### src/rtl/xcorr_ifft_bfp_peak.sv
// Block-floating-point de-normaliser and correlation peak tracker for
// correlator IFFT output frames. Each sample is shifted left by the frame
// exponent and clipped symmetrically. The |I|+|Q| peak of every frame, plus
// its index and exponent, is reported at frame end with a threshold flag and
// error strobes.
module xcorr_ifft_bfp_peak #(
    parameter int DW    = 16,
    parameter int EXPW  = 5,
    parameter int OW    = 24,
    parameter int NLOG2 = 10,
    parameter int MAXSH = 8
) (
    input  logic                    clk,
    input  logic                    rst,
    input  logic                    ival,
    input  logic signed [DW-1:0]    idata_i,
    input  logic signed [DW-1:0]    idata_q,
    input  logic [EXPW-1:0]         iexp,
    input  logic                    ieop,
    input  logic                    scale_en,
    input  logic [OW:0]             thr,
    output logic                    oval,
    output logic signed [OW-1:0]    odata_i,
    output logic signed [OW-1:0]    odata_q,
    output logic                    oeop,
    output logic                    pk_valid,
    output logic [OW:0]             pk_mag,
    output logic [NLOG2-1:0]        pk_idx,
    output logic [EXPW-1:0]         pk_exp,
    output logic                    pk_det,
    output logic                    len_err,
    output logic                    exp_err
);
    localparam int XW  = OW + MAXSH;
    localparam int SHW = $clog2(MAXSH + 1);
    localparam logic signed [XW-1:0] SAT_POS = XW'((64'sd1 <<< (OW - 1)) - 64'sd1);
    localparam logic signed [XW-1:0] SAT_NEG = -SAT_POS;

    typedef enum logic {IDLE, RUN} state_t;

    // Clip to the symmetric range; the most negative code is never produced.
    function automatic logic signed [OW-1:0] saturate(input logic signed [XW-1:0] v);
        if (v > SAT_POS)      return SAT_POS[OW-1:0];
        else if (v < SAT_NEG) return SAT_NEG[OW-1:0];
        else                  return v[OW-1:0];
    endfunction

    function automatic logic [OW:0] mag_abs(input logic signed [OW-1:0] v);
        logic signed [OW:0] e;
        e = {v[OW-1], v};
        return e[OW] ? -e : e;
    endfunction

    state_t               state, state_nxt;
    logic [NLOG2-1:0]     idx;
    logic [EXPW-1:0]      lat_exp, cur_exp;
    logic [SHW-1:0]       lat_sh, cur_sh, exp_sh;
    logic                 first, last_idx, frame_end;

    // Stage 1: registered sample plus per-frame context travelling with it.
    logic                 s1_val, s1_eop, s1_first, s1_len;
    logic signed [DW-1:0] s1_i, s1_q;
    logic [NLOG2-1:0]     s1_idx;
    logic [SHW-1:0]       s1_sh;
    logic [EXPW-1:0]      s1_exp;

    // Stage 2 side-band (data lives on the output ports).
    logic [OW:0]          s2_mag;
    logic [NLOG2-1:0]     s2_idx;
    logic [EXPW-1:0]      s2_exp;
    logic                 s2_first, s2_len;

    logic signed [XW-1:0] ext_i, ext_q;
    logic signed [OW-1:0] sat_i, sat_q;

    logic [OW:0]          run_mag, fin_mag;
    logic [NLOG2-1:0]     run_idx, fin_idx;
    logic                 take;

    // Frame control: detect first/last sample and pick the shift for this sample.
    always_comb begin
        // NOTE: every output gets a default first, so no path can infer a latch.
        state_nxt = state;
        first     = (state == IDLE);
        last_idx  = &idx;
        frame_end = ieop || last_idx;
        exp_sh    = (iexp > EXPW'(MAXSH)) ? SHW'(MAXSH) : iexp[SHW-1:0];
        cur_sh    = lat_sh;
        cur_exp   = lat_exp;
        if (first) begin
            cur_sh  = scale_en ? exp_sh : '0;
            cur_exp = iexp;
        end
        if (ival) state_nxt = frame_end ? IDLE : RUN;
    end

    // Frame state, sample index, latched exponent/shift and exponent-change strobe.
    always_ff @(posedge clk or posedge rst) begin
        // NOTE: sequential state uses non-blocking assignments so all registers
        // update together from pre-edge values.
        if (rst) begin
            state   <= IDLE;
            idx     <= '0;
            lat_exp <= '0;
            lat_sh  <= '0;
            exp_err <= 1'b0;
        end else begin
            state   <= state_nxt;
            exp_err <= ival && !first && (iexp != lat_exp);
            if (ival) begin
                idx <= frame_end ? '0 : idx + NLOG2'(1);
                if (first) begin
                    lat_exp <= iexp;
                    lat_sh  <= cur_sh;
                end
            end
        end
    end

    // Stage 1 register.
    always_ff @(posedge clk or posedge rst) begin
        if (rst) begin
            s1_val   <= 1'b0;
            s1_eop   <= 1'b0;
            s1_first <= 1'b0;
            s1_len   <= 1'b0;
            s1_i     <= '0;
            s1_q     <= '0;
            s1_idx   <= '0;
            s1_sh    <= '0;
            s1_exp   <= '0;
        end else begin
            s1_val <= ival;
            s1_eop <= ival && frame_end;
            if (ival) begin
                s1_first <= first;
                s1_len   <= !(ieop && last_idx);
                s1_i     <= idata_i;
                s1_q     <= idata_q;
                s1_idx   <= idx;
                s1_sh    <= cur_sh;
                s1_exp   <= cur_exp;
            end
        end
    end

    // Stage 2 arithmetic: sign-extend, shift, clip.
    always_comb begin
        ext_i = {{(XW-DW){s1_i[DW-1]}}, s1_i} <<< s1_sh;
        ext_q = {{(XW-DW){s1_q[DW-1]}}, s1_q} <<< s1_sh;
        sat_i = saturate(ext_i);
        sat_q = saturate(ext_q);
    end

    // Stage 2 register: scaled output sample and its magnitude.
    always_ff @(posedge clk or posedge rst) begin
        if (rst) begin
            oval     <= 1'b0;
            oeop     <= 1'b0;
            odata_i  <= '0;
            odata_q  <= '0;
            s2_mag   <= '0;
            s2_idx   <= '0;
            s2_exp   <= '0;
            s2_first <= 1'b0;
            s2_len   <= 1'b0;
        end else begin
            oval <= s1_val;
            oeop <= s1_eop;
            if (s1_val) begin
                odata_i  <= sat_i;
                odata_q  <= sat_q;
                s2_mag   <= mag_abs(sat_i) + mag_abs(sat_q);
                s2_idx   <= s1_idx;
                s2_exp   <= s1_exp;
                s2_first <= s1_first;
                s2_len   <= s1_len;
            end
        end
    end

    // Peak candidate including the current stage-2 sample; strict > keeps the first maximum.
    always_comb begin
        take    = s2_first || (s2_mag > run_mag);
        fin_mag = take ? s2_mag : run_mag;
        fin_idx = take ? s2_idx : run_idx;
    end

    // Running peak and frame-end result registers.
    always_ff @(posedge clk or posedge rst) begin
        if (rst) begin
            run_mag  <= '0;
            run_idx  <= '0;
            pk_valid <= 1'b0;
            len_err  <= 1'b0;
            pk_mag   <= '0;
            pk_idx   <= '0;
            pk_exp   <= '0;
            pk_det   <= 1'b0;
        end else begin
            pk_valid <= oval && oeop;
            len_err  <= oval && oeop && s2_len;
            if (oval) begin
                run_mag <= fin_mag;
                run_idx <= fin_idx;
            end
            if (oval && oeop) begin
                pk_mag <= fin_mag;
                pk_idx <= fin_idx;
                pk_exp <= s2_exp;
                pk_det <= fin_mag > thr;
            end
        end
    end

endmodule

### config.mk
export PLATFORM = sky130hd
export DESIGN_NAME = xcorr_ifft_bfp_peak
export DESIGN_NICKNAME = d
export VERILOG_FILES = /design/src/rtl/xcorr_ifft_bfp_peak.sv
export SDC_FILE = /design/constraint.sdc
export NUM_CORES = 1
export LEC_CHECK = 0
export ABC_CLOCK_PERIOD_IN_PS = 10750
export BUFFER_PORTS_ARGS = -buffer_cell sky130_fd_sc_hd__buf_2
export CAP_MARGIN = 30
export CORE_UTILIZATION = 55
export CTS_CLUSTER_DIAMETER = 100
export CTS_CLUSTER_SIZE = 40
export DETAILED_ROUTE_END_ITERATION = 12
export MAX_ROUTING_LAYER = met4
export PLACE_DENSITY = 0.73
export SLEW_MARGIN = 20
export SYNTH_ARGS = -nofsm -noshare
export SYNTH_HDL_FRONTEND = slang
export SYNTH_SLANG_ARGS = --single-unit
### constraint.sdc
create_clock -name clk -period 10.75 [get_ports clk]
set_clock_uncertainty 0.15 [all_clocks]
set_input_delay 1.075 -clock clk [delete_from_list [all_inputs] [get_ports clk]]
set_output_delay 1.075 -clock clk [all_outputs]
set_load 0.05 [all_outputs]
---- Word-level counts from Yosys, hierarchy flattened ----
Index checks and enable logic that the tools add are counted.
storage, ports and cells
  register bits after elaboration ......... 241
  word-level logic and storage cells ...... 70
operators by class
  $add $sub $neg .......................... 4
  magnitude comparators ................... 7
  equality and inequality tests ........... 1
  shifts and indexed selects .............. 2
  mux-type cells .......................... 14
  bitwise operators ....................... 1
  reduce and logical (&&, ||, !) cells .... 11
operator list
  kind                                                             count
  2-to-1 mux 24 bit                                                4
  2-to-1 mux 25 bit                                                3
  greater-than comparator 32 x 24 -> 1 bit, second input constant  2
  < comparator 32 x 24 -> 1 bit, second input constant             2
  <<< shifter 32 x 4 -> 32 bit                                     2
  greater-than comparator 25 bit                                   2
  negation 24 -> 25 bit                                            2
  adder 25 bit                                                     1
  2-to-1 mux 10 bit                                                2
  2-to-1 mux 4 bit                                                 3
  adder 10 x 1 -> 10 bit, second input constant                    1
  AND reduction 10 bit                                             1
  logical AND 1 bit                                                6
  greater-than comparator 5 x 4 -> 1 bit, second input constant    1
  2-to-1 mux 5 bit                                                 1
  inequality test 5 bit                                            1
  logical OR 1 bit                                                 2
  AND reduction 2 bit                                              1
  zero test 1 bit                                                  1
  2-to-1 mux 1 bit                                                 1
  inverter 1 bit                                                   1

---- Longest topological paths before layout ----
Gate-level depths: netlist (run 1).
  depth in word-level cells ............... 7
  depth in mapped cells ................... 30
  gate-level depth less buffers ........... 25

---- Worst setup path after synthesis (run 1) ----
Ideal clock, no wire load.
  path kind ............................... register -> register
  from .................................... reg s1_sh[0]
  to ...................................... reg s2_mag[22]
  library setup time ...................... 125 ps
  arrival ................................. 5,877 ps
  required time ........................... 10,475 ps
  setup slack ............................. 4,598 ps
  cell stages (with the launch flop) ...... 23
  path buffers ............................ 1
  clock period less this slack ............ 6,152 ps
  cell sequence ........................... dfrtp_1 buf_4 mux4_2 mux4_2 or2_1 or3_1 or4_4 o31a_1 o21ai_1 inv_1 ha_1 nor2_1 a21oi_1 fa_1 a21o_1 a21oi_1 o21ai_0 a41o_1 a21oi_1 a31oi_1 a211oi_1 xnor2_1 mux2_2
between the ends
  cells in the longest elaborated chain, start to end .. 7
  elaborated cells between the ends (all ways) .. 15
  classes of those cells .................. add/sub (3); order compare (4); shift (2); mux (6)
ends and longest elaborated chain
  what                            RTL line  source
  from (decl)                     64        logic [SHW-1:0] s1_sh;
  from (signal assigned)          141       s1_sh <= cur_sh;
  <<< shifter 32 x 4 -> 32 bit *  150       ext_q = {{(XW-DW){s1_q[DW-1]}}, s1_q} <<< s1_sh;
  < comparator 32 x 24 -> 1 bit   44        else if (v < SAT_NEG) return SAT_NEG[OW-1:0];
  2-to-1 mux 24 bit               44
  2-to-1 mux 24 bit *             43        if (v > SAT_POS) return SAT_POS[OW-1:0];
  net sat_q[0]                    74        logic signed [OW-1:0] sat_i, sat_q;
  negation 24 -> 25 bit           51        return e[OW] ? -e : e;
  2-to-1 mux 25 bit *             51
  adder 25 bit *                  173       s2_mag <= mag_abs(sat_i) + mag_abs(sat_q);
  to (signal assigned)            173
  to (decl)                       68        logic [OW:0] s2_mag;
Mark *: on every way through the listed nets, which the timed path passes. The rest lies on a longest branch.
A chain may end at the register's enable or synchronous reset.

---- Worst setup path in the final report (run 1) ----
  from .................................... reg s1_sh[1]
  to ...................................... reg s2_mag[21]
between the ends
  cells in the longest elaborated chain, start to end .. 7
  elaborated cells between the ends (all ways) .. 15
  classes of those cells .................. add/sub (3); order compare (4); shift (2); mux (6)
ends and longest elaborated chain
  what                                                    RTL line
  <<< shifter 32 x 4 -> 32 bit, on equally long branches  149, 150
  < comparator 32 x 24 -> 1 bit                           44
  2-to-1 mux 24 bit                                       44
  2-to-1 mux 24 bit                                       43
  negation 24 -> 25 bit                                   51
  2-to-1 mux 25 bit                                       51
  adder 25 bit *                                          173
Every way passes the cells marked *; elsewhere a longest branch is shown, timed or not.

==> results of run 1 <==
cells in the final DEF, fill, tap and decap left out, types with 30 or more instances in the layout:
| master | instances |
|---|---|
| mux2i_1 | 35 |
| buf_2 | 160 |
| ha_1 | 77 |
| inv_1 | 80 |
| a2bb2oi_1 | 36 |
| a21o_1 | 30 |
| a31oi_1 | 59 |
| nand2_1 | 165 |
| o21ai_0 | 71 |
| dfrtp_1 | 237 |
| o211ai_1 | 42 |
| a21oi_1 | 116 |
| mux2_2 | 139 |
| nor2_1 | 164 |
worst paths after layout:
path,startpoint,to,cells past startpoint
max,s1_sh[1],s2_mag[21],25
min,s1_eop,oeop,0
max reg2reg,s1_sh[1],s2_mag[21],25
min reg2reg,s1_eop,oeop,0
max in group asynchronous,rst,s1_q[6],3
min in group asynchronous,rst,odata_i[13],2
flip-flops by register name (all words and copies together), names as in the netlist, 4 cells and up:
| signal | cells |
|---|---|
| lat_sh | 4 |
| s1_i | 16 |
| pk_exp | 5 |
| pk_mag | 25 |
| odata_i | 24 |
| s1_idx | 10 |
| idx | 10 |
| odata_q | 24 |
| s2_idx | 10 |
| s1_exp | 5 |
| s2_mag | 25 |
| run_idx | 10 |
| run_mag | 25 |
| s1_sh | 4 |
| s2_exp | 5 |
| pk_idx | 10 |
| s1_q | 16 |
power by group:
| group | switching (uW) | internal (uW) |
|---|---|---|
| clock network | 316 | 228 |
| registers | 240 | 1140 |
| logic | 1730 | 1020 |
final cells by class:
class	count	area (um2)	area share, %
inverters	82	315.3	1.752
clock inverters	5	103.9	0.5770
well taps	390	488.0	2.711
flip-flops and latches	241	6038	33.55
diodes	1	2.502	0.01390
clock buffers	12	279.0	1.550
repair buffers	188	1027	5.707
multi-input cells	1345	9744	54.14
cells by family (layout without fill, tap and decap cells):
logic type | after synthesis | in the layout
other | 1 | 3
buffers and inverters | 204 | 287
flip-flops | 241 | 241
XOR/XNOR | 52 | 52
AND/OR/NAND/NOR | 498 | 498
adder cells (fa/ha/maj) | 78 | 78
multiplexers | 204 | 204
AO/OA/AOI/OAI | 511 | 511
stage by stage:
step           setup WS, ns  power (uW)  area (um2)  util [%]
2_1_floorplan         2.909        3391       16560         -
3_3_place_gp          3.323        4039       17580     59.32
3_5_place_dp          3.057        4119       17590     59.33
4_1_cts               3.008        4669       17970     60.63
5_1_grt               2.214        5015       18000     60.73
6_report              2.715        4676       18000     60.73
layer usage:
layer / vias up / share of wire (%) / wire [um]
met2: 511 / 46 / 22100
met3: 76 / 5.4 / 2584
met4: 0 / 2.5 / 1223
met5: - / 0 / 0
met1: 7103 / 46 / 22170
li1: 6700 / - / -
Yosys cell counts (15+ instances only):
library cell    n
a211oi_1       20
a21o_1         30
a21oi_1       117
a2bb2oi_1      36
a31oi_1        60
buf_1          15
clkbuf_1       87
dfrtp_1       241
ha_1           77
inv_1          81
mux2_2        139
mux2i_1        35
mux4_2         27
nand2_1       165
nand3_1        25
nand4_1        18
nor2_1        164
nor2b_1        16
nor3_1         22
o211ai_1       42
o21a_1         18
o21ai_0        71
xnor2_1        29
xor2_1         23
==> results.ini, run 1 <==
[logic_synthesis]
yosysTopAreaCell = dfrtp_1
ys_ff_latch = 241
synth_compound_area_share_pct = 20.76
synth_cell_types = 80
synth_top_family_by_area = compound AO/OA/AOI/OAI gates
yosysTopAreaCellShare_pct = 36.42
synthXorXnorAreaFrac_pct = 2.750
ys.flop_type = dfrtp_1
synth_mux_area_share_pct = 15.45
synth-simple-area-share_pct = 13.80
synth_area_leaders = dfrtp_1 (36%), mux2_2 (9.5%), ha_1 (5.8%), nand2_1 (3.7%), nor2_1 (3.7%)
async_flop_share_pct = 100.0
synth-adder-area-share_pct = 5.939
synth_enable_flop_cells = 0
syn_area_mm2 = 0.01656
yosysSeqAreaShare_pct = 36.42
ys_warn_count = 0
synthCells = 1789
synth.avg_cell_area_um2 = 9.256

[detailed_routing]
vias = 14390
wl_um = 48080
drtIter0Drc = 1322
detail_route.drc_violations = 0
ant_nets = 0
wire_per_inst_um = 21.24
dr.pass1.iters = 8
viasPerCell = 6.356

[clock_tree]
cts_buffers = 11
clock-root-buffer = clkbuf_16
hold_buffers = 0
cts_buffer_depth = 3
cts_setup_buffers = 0
clock_latency_ns = 0.51
cts.reportedPaths.clkPinSlew_ns = 0.14
clock-sinks = 241
htree_num_levels = 1
cts_tree = yes
ctsResizeCount = 0

[sta]
timing.setup.tns_ns = 0
setup_viol = 0
finalMaxSlewViolations = 0
hold_viol = 0
rsz0062_at_grt = false
post-route-min-period_ns = 8.035
relSlewSlack_pct = 36.35
tightest_slew_ns = 0.9490
fmax_ghz = 0.1245
whs_ns = 0.2135
fin_crit_sh_pct = 74.74

[die]
fp.dieW_um = 175.5
die-area_mm2 = 0.03080
placeableCoreArea_mm2 = 0.02964
row_count = 63
initial_utilization_pct = 55.87
ios = 161
die_y_um = 175.5

[global_routing]
antenna_found_initial = 1
top_usage_layer = met2
use_met3_pct = 2.684
use_met2_pct = 49.55
grt_use_met1_pct = 46.09
grt_overflow_total = 0
first_global_vias = 13590
grt_util_all_layers_pct = 32.20
grt_pass1_wl_um = 76320
grt_max_degree = 107

[worst_setup_path]
end_kind = flop
cp_data_arrival_time_ns = 8.29
crit_top_cell = a21oi_1
critical_path_class = flop to flop
ff2ff_setup_slack_ns = 2.72
start_kind = flop
critPathBufInv = 2
cp_slowest_cell = dfrtp_2
cp.required_ns = 11.01
worst-path-max-fanout = 45
crit_path_max_incr_delay_ns = 0.87
critPathTopFamily = compound AO/OA/AOI/OAI gates

[pwr]
p_per_area_mw_per_mm2 = 259.8
power.leakage_uw = 0.008018
peakVddDrop_mv = 0.1463

[job]
maxCapViolCount = 0

[placement]
dp_hpwl_um = 35740
port_buffers = 160
dp_cells = 2245
place.gp.congestion = 0.9391

[min_path]
hp-class = flop to flop

[cells_and_area]
fin_cells = 2264
drive_gt1_share_pct = 21.36
n_fill_cell = 2651
final_nets = 2014
area_delta_synth_final_pct = 8.697

[status]
status = complete, no violations

Note: power is estimated with default switching activity, not from simulation.
==> run 2, diff against run 1 <==
--- a/config.mk
+++ b/config.mk
@@ -5,7 +5,7 @@
 export SDC_FILE = /design/constraint.sdc
 export NUM_CORES = 1
 export LEC_CHECK = 0
-export ABC_CLOCK_PERIOD_IN_PS = 10750
+export ABC_CLOCK_PERIOD_IN_PS = 6840
 export BUFFER_PORTS_ARGS = -buffer_cell sky130_fd_sc_hd__buf_2
 export CAP_MARGIN = 30
 export CORE_UTILIZATION = 55
@@ -13,7 +13,7 @@
 export CTS_CLUSTER_SIZE = 40
 export DETAILED_ROUTE_END_ITERATION = 12
 export MAX_ROUTING_LAYER = met4
-export PLACE_DENSITY = 0.73
+export PLACE_DENSITY = 0.76
 export SLEW_MARGIN = 20
 export SYNTH_ARGS = -nofsm -noshare
 export SYNTH_HDL_FRONTEND = slang
==> constraint.sdc (replaced) <==
create_clock -name clk -period 6.84 [get_ports clk]
set_clock_uncertainty 0.15 [all_clocks]
set_input_delay 0.684 -clock clk [delete_from_list [all_inputs] [get_ports clk]]
set_output_delay 0.684 -clock clk [all_outputs]
set_load 0.05 [all_outputs]
==> results.ini, run 2 (synthesis gave the netlist of run 1 again) <==
[sta]
finalMaxSlewViolations = 0  ; unchanged
fmax_ghz = 0.1541  ; +24%
setup_viol = 0  ; unchanged
tightest_slew_ns = 0.9069  ; -0.04204 ns
hold_viol = 0  ; unchanged
post-route-min-period_ns = 6.489  ; -1.546 ns
finalWorstSetupSlack_ns = 0.3508  ; -2.364 ns
relSlewSlack_pct = 37.97  ; +1.6 points
fin_crit_sh_pct = 94.87  ; +20 points

[placement]
post-place-ws_ns = 0.1426  ; -2.914 ns
placedInstanceArea_mm2 = 0.01801  ; +2.4%
dp_hpwl_um = 36670  ; +2.6%
port_buffers = 160  ; unchanged
place.gp.congestion = 0.9811  ; +4.5%

[detailed_routing]
ant_nets = 0  ; unchanged
dr.pass1.iters = 5  ; -3
wire_per_inst_um = 21.01  ; -1.1%
drtIter0Drc = 1393  ; +5.4%
wl_um = 48760  ; +1.4%
vias = 14617  ; +1.6%
detail_route.drc_violations = 0  ; unchanged
viasPerCell = 6.298  ; -0.92%

[die]
row_count = 63  ; unchanged
die-area_mm2 = 0.03080  ; unchanged
initial_utilization_pct = 55.87  ; unchanged
die_y_um = 175.5  ; unchanged
ios = 161  ; unchanged
placeableCoreArea_mm2 = 0.02964  ; unchanged
fp.dieW_um = 175.5  ; unchanged

[job]
maxCapViolCount = 0  ; unchanged

[pwr]
power.leakage_uw = 0.008301  ; +3.5%
p_per_area_mw_per_mm2 = 401.9  ; +55%
peakVddDrop_mv = 0.2534  ; +73%

[worst_setup_path]
path_cells = mux4_2 -> mux4_2 -> or2_1 -> or3_1 -> or4_4 -> o31a_1 -> o21ai_2 -> inv_1 -> ha_1 -> o21ai_0 -> nor3b_1 -> xor2_1 -> a22oi_1 -> ha_1 -> a2111oi_1 -> o21ai_1 -> a41o_1 -> a21o_1 -> a21oi_1 -> o21bai_1 -> o311ai_0
end_kind = flop
critPathTopFamily = compound AO/OA/AOI/OAI gates
worst-path-max-fanout = 8  ; -82%
crit_path_max_incr_delay_ns = 0.59  ; -0.28 ns
cp_data_arrival_time_ns = 6.73  ; -1.56 ns
critPathBufInv = 1  ; -1
critical_path_class = flop to flop
start_kind = flop
cp.required_ns = 7.08  ; -3.93 ns
cp_slowest_cell = mux4_2

[global_routing]
grt_util_all_layers_pct = 32.63  ; +0.43 points
grt_overflow_total = 0  ; unchanged
first_global_vias = 13797  ; +1.5%
grt_max_degree = 162  ; +51%
grt_pass1_wl_um = 76640  ; +0.42%
antenna_found_initial = 0  ; -1

[clock_tree]
htree_num_levels = 1  ; unchanged
cts_buffers = 11  ; unchanged
clock-sinks = 241  ; unchanged
clock-root-buffer = clkbuf_16
cts_buffer_depth = 3  ; unchanged
clock_latency_ns = 0.52  ; about the same
cts.reportedPaths.clkPinSlew_ns = 0.13  ; about the same
cts_tree = yes

[cells_and_area]
mostFrequentLayoutCell = dfrtp_1
largestRegisters = pk_mag (25), run_mag (25), s2_mag (25)
finish.utilization_pct = 62.37  ; +1.6 points
area_delta_synth_final_pct = 11.64
diodes = 0  ; -1
final_cell_mix = dfrtp_1 (237), nand2_1 (165), nor2_1 (164), buf_2 (162), mux2_2 (139)
drive_gt1_share_pct = 24.34  ; +3.0 points
final_area_mm2 = 0.01849  ; +2.7%
final_nets = 2072  ; +2.9%

[min_path]
hp-class = input port to asynchronous set/reset pin

[status]
status = complete, no violations

==> run 2: per-stage QoR <==
step | TNS [ns] | hold slack, ns | total power [uW] | std cells
finish | 0 | 0.02959 | 7430 | 2321
global placement | 0 | 0.1841 | 6407 | 2298
detailed placement | 0 | 0.2008 | 6538 | 2299
global route | -0.07617 | 0.03930 | 7962 | 2321
floorplan | 0 | 0.1812 | 5330 | 1790
CTS | 0 | 0.03311 | 7392 | 2316
==> run 2: final timing paths <==
check / slack, ns / from / end / cells after the start
hold / removal: 0.03 / rst / odata_i[17] / 2
setup / recovery: 0.35 / s1_sh[0] / s2_mag[14] / 21
min in group clk: 0.24 / idata_i[15] / s1_i[15] / 3
setup reg to reg: 0.35 / s1_sh[0] / s2_mag[14] / 21
hold reg to reg: 0.25 / s1_eop / oeop / 0
max in group asynchronous: 5.19 / rst / s1_sh[1] / 3
==> run 2: metal layers <==
| layer | vias to the layer above | share of wire [%] | GRT usage (%) |
|---|---|---|---|
| met4 | 0 | 2.5 | 8.659 |
| met1 | 7183 | 46 | 47.07 |
| met5 | - | 0 | - |
| met3 | 72 | 5.9 | 3.139 |
| li1 | 6819 | - | - |
| met2 | 543 | 45 | 49.16 |
==> run 2: layout make-up <==
type | instances | area [um2]
Clock inverter | 5 | 88.84
Fill cell | 2608 | 11150
Inverter | 82 | 311.5
Multi-Input combinational cell | 1345 | 9802
Sequential cell | 241 | 6043
Timing Repair Buffer | 246 | 1474
Tap cell | 390 | 488.0
Clock buffer | 12 | 279.0
==> run 2: repair_timing <==
item	in CTS	in global routing
buffers inserted	0	4
hold buffers	0	0
gates resized for setup	0	16
setup endpoints to repair	0	12
==> run 2: power breakdown <==
group	switching, uW	total [uW]	leakage, uW	internal, uW
combinational	2730	4430	0.00524	1700
clock	509	836	0.000177	327
sequential	366	2170	0.00289	1800
